==> config.mk <==
export PLATFORM = sky130hd
export DESIGN_NAME = stm1_demapper
export DESIGN_NICKNAME = d
export VERILOG_FILES = /design/src/rtl/stm1_demapper_pkg.sv /design/src/rtl/stm1_frame_aligner.sv /design/src/rtl/stm1_demapper.sv
export SDC_FILE = /design/constraint.sdc
export NUM_CORES = 1
export LEC_CHECK = 0
export CAP_MARGIN = 10
export CORE_MARGIN = 2
export CORE_UTILIZATION = 55
export DETAILED_ROUTE_END_ITERATION = 10
export GPL_ROUTABILITY_DRIVEN = 0
export PLACE_DENSITY = 0.88
export SETUP_SLACK_MARGIN = 0.5
export SYNTH_ARGS = -nofsm -noshare
export SYNTH_HDL_FRONTEND = slang
export SYNTH_SLANG_ARGS = --single-unit
==> constraint.sdc <==
create_clock -name clk -period 3.05 [get_ports clk]
set_input_delay 0.61 -clock clk [delete_from_list [all_inputs] [get_ports clk]]
set_output_delay 0.61 -clock clk [all_outputs]
set_load 0.02 [all_outputs]
==> src/rtl/stm1_demapper_pkg.sv <==
// Shared constants and types for the STM-1 receive demapper.
// Frame geometry defaults match the transmit-side C4/VC4/STM-1 mapping path.
package stm1_demapper_pkg;
  localparam int STM1_Length = 270;
  localparam int STM1_Width  = 9;
  localparam int c4_Length   = 260;
  localparam int c4_Width    = 9;

  localparam logic [7:0] A1_BYTE = 8'hF6;
  localparam logic [7:0] A2_BYTE = 8'h28;
  localparam int SOH_COLS   = 9;
  localparam int POH_COL    = 9;
  localparam int LOF_THRESH = 4;

  localparam logic [47:0] FA_WORD = {A1_BYTE, A1_BYTE, A1_BYTE, A2_BYTE, A2_BYTE, A2_BYTE};

  typedef enum logic [1:0] {HUNT, PRESYNC, SYNC} stm1_fa_state_t;
endpackage

==> src/rtl/stm1_frame_aligner.sv <==
// A1/A2 frame alignment: framing FSM, row/col position counters and error counter.
// row/col always give the position of the byte currently offered on in_data.
module stm1_frame_aligner
  import stm1_demapper_pkg::stm1_fa_state_t, stm1_demapper_pkg::FA_WORD,
         stm1_demapper_pkg::HUNT, stm1_demapper_pkg::PRESYNC, stm1_demapper_pkg::SYNC;
#(
  parameter int STM1_LEN   = stm1_demapper_pkg::STM1_Length,
  parameter int STM1_ROWS  = stm1_demapper_pkg::STM1_Width,
  parameter int LOF_THRESH = stm1_demapper_pkg::LOF_THRESH,
  localparam int COL_W     = $clog2(STM1_LEN)
) (
  input  logic                 clk,
  input  logic                 rst,
  input  logic                 in_valid,
  input  logic [7:0]           in_data,
  output logic                 in_sync,
  output logic [3:0]           row,
  output logic [COL_W-1:0]     col,
  output logic                 fa_err,
  output stm1_fa_state_t       fa_state
);
  localparam int ERR_W = $clog2(LOF_THRESH + 1);
  localparam logic [COL_W-1:0] LAST_COL = COL_W'(STM1_LEN - 1);
  localparam logic [3:0]       LAST_ROW = 4'(STM1_ROWS - 1);

  stm1_fa_state_t   state_q, state_d;
  // Holds the five previous bytes; the sixth is the byte on in_data now.
  logic [39:0]      sreg;
  logic [COL_W-1:0] col_q;
  logic [3:0]       row_q;
  logic [ERR_W-1:0] err_q;
  logic             match, at_check, err_hit;

  assign match    = ({sreg, in_data} == FA_WORD);
  assign at_check = (row_q == 4'd0) && (col_q == COL_W'(5));
  assign err_hit  = (int'(err_q) + 1) >= LOF_THRESH;

  always_comb begin
    state_d = state_q;
    if (in_valid) begin
      unique case (state_q)
        HUNT:    if (match) state_d = PRESYNC;
        PRESYNC: if (at_check) state_d = match ? SYNC : HUNT;
        SYNC:    if (at_check && !match && err_hit) state_d = HUNT;
        default: state_d = HUNT;
      endcase
    end
  end

  always_ff @(posedge clk) begin
    if (rst) begin
      state_q <= HUNT;
      sreg    <= '0;
      col_q   <= '0;
      row_q   <= '0;
      err_q   <= '0;
      fa_err  <= 1'b0;
    end else begin
      state_q <= state_d;
      fa_err  <= in_valid && (state_q == SYNC) && at_check && !match;
      if (in_valid) begin
        sreg <= {sreg[31:0], in_data};
        // A hunt hit means the current byte is row 0 / col 5.
        if ((state_q == HUNT) && match) begin
          row_q <= 4'd0;
          col_q <= COL_W'(6);
        end else if (col_q == LAST_COL) begin
          col_q <= '0;
          row_q <= (row_q == LAST_ROW) ? 4'd0 : row_q + 4'd1;
        end else begin
          col_q <= col_q + COL_W'(1);
        end
        if (state_q != SYNC)
          err_q <= '0;
        else if (at_check)
          err_q <= (match || err_hit) ? '0 : err_q + ERR_W'(1);
      end
    end
  end

  assign in_sync  = (state_q == SYNC);
  assign row      = row_q;
  assign col      = col_q;
  assign fa_state = state_q;
endmodule

==> src/rtl/stm1_demapper.sv <==
// STM-1 to C4 demapper: aligns on A1/A2, drops SOH columns, splits POH and C4 payload.
// in_valid has no ready: every in_valid byte is consumed that cycle, and each output strobe is a one-cycle valid.
module stm1_demapper
  import stm1_demapper_pkg::stm1_fa_state_t;
#(
  parameter int STM1_LEN   = stm1_demapper_pkg::STM1_Length,
  parameter int STM1_ROWS  = stm1_demapper_pkg::STM1_Width,
  parameter int SOH_COLS   = stm1_demapper_pkg::SOH_COLS,
  parameter int LOF_THRESH = stm1_demapper_pkg::LOF_THRESH
) (
  input  logic           clk,
  input  logic           rst,
  input  logic           in_valid,
  input  logic [7:0]     in_data,
  output logic           out_valid,
  output logic [7:0]     out_data,
  output logic           out_sof,
  output logic           out_sor,
  output logic           poh_valid,
  output logic [7:0]     poh_data,
  output logic [3:0]     poh_row,
  output logic           lof,
  output logic           fa_err,
  output stm1_fa_state_t fa_state
);
  localparam int COL_W = $clog2(STM1_LEN);
  localparam logic [COL_W-1:0] POH_C   = COL_W'(SOH_COLS);
  localparam logic [COL_W-1:0] FIRST_C = COL_W'(SOH_COLS + 1);

  logic             in_sync;
  logic [3:0]       row;
  logic [COL_W-1:0] col;
  logic             take_poh, take_pay;

  stm1_frame_aligner #(
    .STM1_LEN   (STM1_LEN),
    .STM1_ROWS  (STM1_ROWS),
    .LOF_THRESH (LOF_THRESH)
  ) u_aligner (
    .clk      (clk),
    .rst      (rst),
    .in_valid (in_valid),
    .in_data  (in_data),
    .in_sync  (in_sync),
    .row      (row),
    .col      (col),
    .fa_err   (fa_err),
    .fa_state (fa_state)
  );

  assign take_poh = in_valid && in_sync && (col == POH_C);
  assign take_pay = in_valid && in_sync && (col > POH_C);

  always_ff @(posedge clk) begin
    if (rst) begin
      out_valid <= 1'b0;
      out_data  <= '0;
      out_sof   <= 1'b0;
      out_sor   <= 1'b0;
      poh_valid <= 1'b0;
      poh_data  <= '0;
      poh_row   <= '0;
    end else begin
      out_valid <= take_pay;
      out_sor   <= take_pay && (col == FIRST_C);
      out_sof   <= take_pay && (col == FIRST_C) && (row == 4'd0);
      poh_valid <= take_poh;
      if (take_pay) out_data <= in_data;
      if (take_poh) begin
        poh_data <= in_data;
        poh_row  <= row;
      end
    end
  end

  assign lof = !in_sync;
endmodule
==> results_dict.tcl, run 1 <==
set metrics [dict create \
    drt_iter0_drc 146 \
    drc 0 \
    cap_violations 0 \
    antenna_found_initial 0 \
    final_cell_mix "dfxtp_1, nor2_1, mux2i_1" \
    clkLatencyLatePin_ns 0.37 \
    synth_edf_count 0 \
    worstSetupPathType "flip-flop to flip-flop" \
    period_share 0.809 \
    ir_drop_mv 0.329 \
    yosysTopAreaCell "dfxtp_1" \
    dr_total_vias 2660 \
    yosys.area.top_type_share 0.483 \
    synth_cell_types 43 \
    antennaDiodeCount 0 \
    cp_data_arrival_time_ns 2.70 \
    slew_headroom 0.619 \
    finalHoldViolations 0 \
    grt_pass1_wl_um 12200 \
    io_pins 39 \
    min_path_type "flip-flop to flip-flop" \
    crit_path_end_kind "flip-flop" \
    power_mw 2.09 \
    ys_warn_count 0 \
    p_leak_nw 1.57 \
    ant_nets 0 \
    rsz0062_at_grt "false" \
    dieHeight_um 83.1 \
    floorplan.initialDensity 0.574 \
    setup_violations 0 \
    grt_overflow 0 \
    worstHoldStart "u_aligner.err_q[2]" \
    fin_crit_ns 2.47 \
    r2r_start "u_aligner.col[4]" \
    grt_pass1_vias 2560 \
    required_ns 3.28 \
    cts.clk_slew.worst_paths_ns 0.08 \
    clkSinkCount 83 \
    grt_max_degree 61 \
    synth.area.top_cells "dfxtp_1, mux2i_1, nor2_1, ha_1, nand4_1" \
    viasPerCell 5.65 \
    wl_per_cell_um 15.3 \
    syn_area_per_cell_sq_um 9.60 \
    die_area_sq_um 6900 \
    core_area_sq_um 5990 \
    critPathLaunchType "flip-flop" \
    cts_buffer_depth 2 \
    synth-main-ff-cell "dfxtp_1" \
    yosys_register_bits 83 \
    min_delay_path_depth 1 \
    whs_endpoint "u_aligner.err_q[2]" \
    finalMaxSlewViolations 0 \
    htreeDepth 3 \
    dp.cells 455 \
    post_cts_resized 0 \
    post-route-util 0.685 \
    dp_hpwl_um 4960 \
    r2r_slack_ns 0.58 \
    route.met2.wl_um 3610 \
    async_flop_share 0 \
    cts-root-buf "clkbuf_8" \
    final_nets 408 \
    cts_setup_buffers 0 \
    max_freq_mhz 405 \
    crit_fanout 10 \
    outcome "finished, final reports clean" \
    r2r_cells 6 \
    met1_length_um 3150 \
    hold_buffers 0 \
    track_usage 0.217 \
    finalSetupTns_ns 0 \
    layout-drive-gt1-share 0.0909 \
    rows 28 \
    worstMarginPinSlew_ns 0.571 \
    syn-num-nets 375 \
    finClkSkew_ns 0.0102 \
    synth_area_sq_um 3440 \
    instances_no_fill 471 \
    final_common_cell "dfxtp_1" \
    nFillCells 448 \
    area_growth_syn_to_layout_pct 19.4 \
    finalWirelength_um 7230 \
    cts_buffers 9 \
    yosysSeqAreaShare 0.483 \
    io_buffers 38 \
    die_w_um 83.1 \
    dr.pass1.iters 4 \
    worstReg2RegEnd "poh_data[7]" \
    synthCells 358 \
    powerDensity_nw_per_um2 510 \
    tritoncts "yes" \
    dr.max_layer_used "met4" \
    met3_wirelength_um 369 \
]
[stage by stage]
step	hold WS (ns)	area, sq um	worst slack, ns
final	0.491	4110	0.582
after global routing	0.509	4110	0.495
after CTS	0.496	4100	0.550
after detailed placement	0.476	3870	0.201
after global placement	0.470	3870	0.286
after floorplan	0.451	3440	0.719
[logic make-up after synthesis]
| family | share of synthesized area |
|---|---|
| AND/OR/NAND/NOR | 0.207 |
| flip-flops | 0.483 |
| multiplexers | 0.178 |
| AO/OA/AOI/OAI | 0.0568 |
| buffers and inverters | 0.0357 |
| XOR/XNOR | 0.0178 |
| adder cells (fa/ha/maj) | 0.0218 |
[flip-flops by register name, indices dropped and copies added, names as in the netlist]
| signal | flops |
|---|---|
| poh_row | 4 |
| out_valid | 1 |
| u_aligner.err_q | 3 |
| out_sof | 1 |
| u_aligner.sreg | 40 |
| poh_valid | 1 |
| out_data | 8 |
| u_aligner.fa_state | 2 |
| u_aligner.fa_err | 1 |
| u_aligner.row | 4 |
| poh_data | 8 |
| out_sor | 1 |
| u_aligner.col | 9 |
[Yosys cell counts (2+ instances only)]
master,number
nor2b_1,5
a31oi_1,3
and4_1,3
a21o_1,2
or3_1,2
nand4_1,11
buf_1,6
ha_1,6
inv_1,7
or4b_2,3
dfxtp_1,83
nor2_1,67
nor4bb_1,2
buf_2,2
xor2_1,5
or4bb_1,3
clkbuf_1,14
and3_1,2
mux2i_1,60
nand2_1,16
nor3_1,9
xnor2_1,2
a21boi_0,2
nand3_1,5
o21ai_0,5
a21oi_1,12
nor4_1,5
[critical path, cell delays in order (launching register included)]
cell and delay (ns):
dfxtp_1 0.34, or4_1 0.65, nor4b_1 0.47, and4_2 0.43, buf_12 0.18, mux2i_1 0.20
nor2_1 0.06
[area by class of cell]
cell class                 count  area [sq um]  share of cell area
multi-input combinational    245          1660               0.405
timing repair buffer          45           435               0.106
tap                           75          93.8              0.0229
clock inverter                 7           101              0.0247
sequential                    83          1660               0.405
inverter                       7          26.3             0.00640
clock buffer                   9           124              0.0302
[worst max path at each step]
stage / from / endpoint
2_1_floorplan: in_data[0] / u_aligner.col[3]
3_3_place_gp: in_data[0] / u_aligner.col[1]
3_5_place_dp: in_data[0] / u_aligner.col[1]
4_1_cts: in_data[0] / u_aligner.col[1]
5_1_grt: u_aligner.col[4] / poh_data[3]
6_report: u_aligner.col[4] / poh_data[7]
[report_power, final]
group	switching, mW	internal (mW)
clock	0.417	0.466
combinational	0.0566	0.0425
sequential	0.0139	1.10
total	0.487	1.61
[metal layers]
metal  global-route usage  up-vias
li1                     -     1318
met1                0.269     1256
met2                0.363       73
met3               0.0557       13
met4               0.0849        0
met5                    0        -
Power figures use the tool's default switching activity.
==> run 2: changes to the inputs <==
==> constraint.sdc (replaced) <==
create_clock -name clk -period 2.3 [get_ports clk]
set_input_delay 0.46 -clock clk [delete_from_list [all_inputs] [get_ports clk]]
set_output_delay 0.46 -clock clk [all_outputs]
set_load 0.02 [all_outputs]
==> run 2 against run 1 <==
Net effect:
- critical path depth is 1 higher
- largest cell class is now multi-input combinational cells
- clock skew is 0.0019 ns lower
- first-iteration DRC count is 35% higher
- maximum frequency is 12% higher
- hold slack worse by 0.010 ns
- sequential share of layout area is 4.4 points lower
- total power is 36% higher
- wire length is 27% higher
- critical path type unchanged
- combinational power is 59% higher
==> results_dict.tcl, run 2 (synthesized netlist as in run 1, its figures left out) <==
set metrics [dict create \
    outcome "finished, final reports clean" \
    slew_headroom 0.674 \
    grt_pass1_vias 2838 \
    area_growth_syn_to_layout_pct 35.0 \
    antennaDiodeCount 0 \
    dr.pass1.iters 4 \
    finalMaxSlewViolations 0 \
    cts-root-buf "clkbuf_8" \
    final_cell_mix "dfxtp_1, nor2_1, mux2i_1" \
    period_share 0.956 \
    cap_violations 0 \
    grt_max_degree 69 \
    worstSetupPathType "flip-flop to flip-flop" \
    ir_drop_mv 0.430 \
    met2_usage 0.427 \
    p_switching_uw 641 \
    dp_worst_setup_slack_ns -0.203 \
    clkLatencyLatePin_ns 0.36 \
    cts.clk_slew.worst_paths_ns 0.08 \
    nFillCells 340 \
    die_area_sq_um 6900 \
    io_buffers 38 \
    powerDensity_nw_per_um2 612 \
    finalSetupTns_ns 0 \
    power_mw 2.84 \
    pwr-share-seq 0.519 \
    pwr-share-clk 0.425 \
    final_common_cell "dfxtp_1" \
    track_usage 0.241 \
    crit_path_end "poh_row[2]" \
    setup_violations 0 \
    tritoncts "yes" \
    largest_reg_flops 40 \
    cts_buffer_depth 2 \
    required_ns 2.55 \
    top_usage_layer "met2" \
    clkSinkCount 83 \
    viasPerCell 5.88 \
    rows 28 \
    final_nets 439 \
    dieHeight_um 83.1 \
    dr_total_vias 2950 \
    grt_use_met3 0.0795 \
    combPwrFrac 0.055 \
    hold_ws_ns 0.481 \
    fin_crit_ns 2.20 \
    wl_per_cell_um 18.3 \
    min_path_type "input port to flip-flop" \
    htreeDepth 3 \
    intPower_mw 2.20 \
    antenna_found_initial 0 \
    multi_input_area_sq_um 1870 \
    max_freq_mhz 455 \
    drt_iter0_drc 197 \
    ant_nets 0 \
    floorplan.initialDensity 0.574 \
    crit_fanout 5 \
    io_pins 39 \
    core_area_sq_um 5990 \
    r2r_slack_ns 0.10 \
    rsz0062_at_grt "true" \
    worstMarginPinSlew_ns 0.490 \
    startpoint "u_aligner.col[7]" \
    finalHoldViolations 0 \
    grt_pass1_wl_um 13400 \
    top_register "u_aligner.sreg" \
    swShare 0.226 \
    fin_ws_ns 0.101 \
    p_leak_nw 2.09 \
    grt_overflow 0 \
    dp_hpwl_um 5110 \
    drc 0 \
    critPathLaunchType "flip-flop" \
    r2r_cells 7 \
    seqCellArea_sq_um 1680 \
    layout-drive-gt1-share 0.251 \
    use_met1 0.276 \
    worstReg2RegEnd "poh_row[2]" \
    cts_buffers 9 \
    r2r_start "u_aligner.col[7]" \
    finClkSkew_ns 0.00831 \
    crit_path_end_kind "flip-flop" \
    finalWirelength_um 9210 \
    die_w_um 83.1 \
    cp_data_arrival_time_ns 2.45 \
]
[run 2: metal layers]
metal / part of all wire / vias up
met5: 0 / -
met4: 0.025 / 0
met3: 0.063 / 23
met2: 0.50 / 118
met1: 0.41 / 1433
li1: - / 1376
[run 2: what timing repair did]
action / in CTS / in global routing
pin swaps: 20 / 10
gates cloned: 0 / 1
endpoints found under the setup margin: 51 / 57
hold buffers: 0 / 0
gates resized for setup: 49 / 27
buffers inserted: 13 / 7
[run 2: cell type report]
class	count	share of cell area
inverters	7	0.00566
flip-flops and latches	83	0.362
clock buffers	11	0.0326
repair buffers	76	0.159
multi-input cells	245	0.403
well taps	75	0.0202
clock inverters	5	0.0181
[run 2: worst min path at each step]
stage / startpoint / to / slack, ns / cells past startpoint
4_1_cts: in_valid / u_aligner.col[0] / 0.46 / 3
3_3_place_gp: u_aligner.sreg[34] / u_aligner.sreg[34] / 0.47 / 2
6_report: in_valid / u_aligner.col[0] / 0.48 / 3
2_1_floorplan: u_aligner.sreg[34] / u_aligner.sreg[34] / 0.45 / 2
5_1_grt: in_valid / u_aligner.col[0] / 0.48 / 3
3_5_place_dp: poh_row[0] / poh_row[0] / 0.48 / 2
[run 2: stage by stage]
| stage | std cells | utilization | area, sq um |
|---|---|---|---|
| floorplan | 358 | - | 3500 |
| global placement | 465 | 0.669 | 4010 |
| detailed placement | 465 | 0.669 | 4010 |
| CTS | 494 | 0.751 | 4500 |
| global route | 502 | 0.775 | 4640 |
| finish | 502 | 0.775 | 4640 |
[run 2: power groups by stage]
stage                     sequential [mW]  combinational, mW  clock (mW)
after floorplan                      1.50             0.0951           0
after global placement               1.51              0.142           0
after detailed placement             1.51              0.145           0
after CTS                            1.47              0.150        1.22
after global routing                 1.48              0.168        1.28
final                                1.48              0.157        1.21
[run 2: worst max-delay path, stage by stage, from the launching register on]
cell and delay [ns]:
dfxtp_2 0.33, or4_4 0.57, buf_6 0.14, nor4b_4 0.26
and4_4 0.32, clkbuf_16 0.17, mux2i_1 0.22, nor2_1 0.07
==> run 3: changes to the inputs <==
--- a/config.mk
+++ b/config.mk
@@ -5,6 +5,7 @@
 export SDC_FILE = /design/constraint.sdc
 export NUM_CORES = 1
 export LEC_CHECK = 0
+export ABC_CLOCK_PERIOD_IN_PS = 2300
 export CAP_MARGIN = 10
 export CORE_MARGIN = 2
 export CORE_UTILIZATION = 55
==> results of run 3 <==
The final DEF is identical to that of run 2; final timing and power are the same.
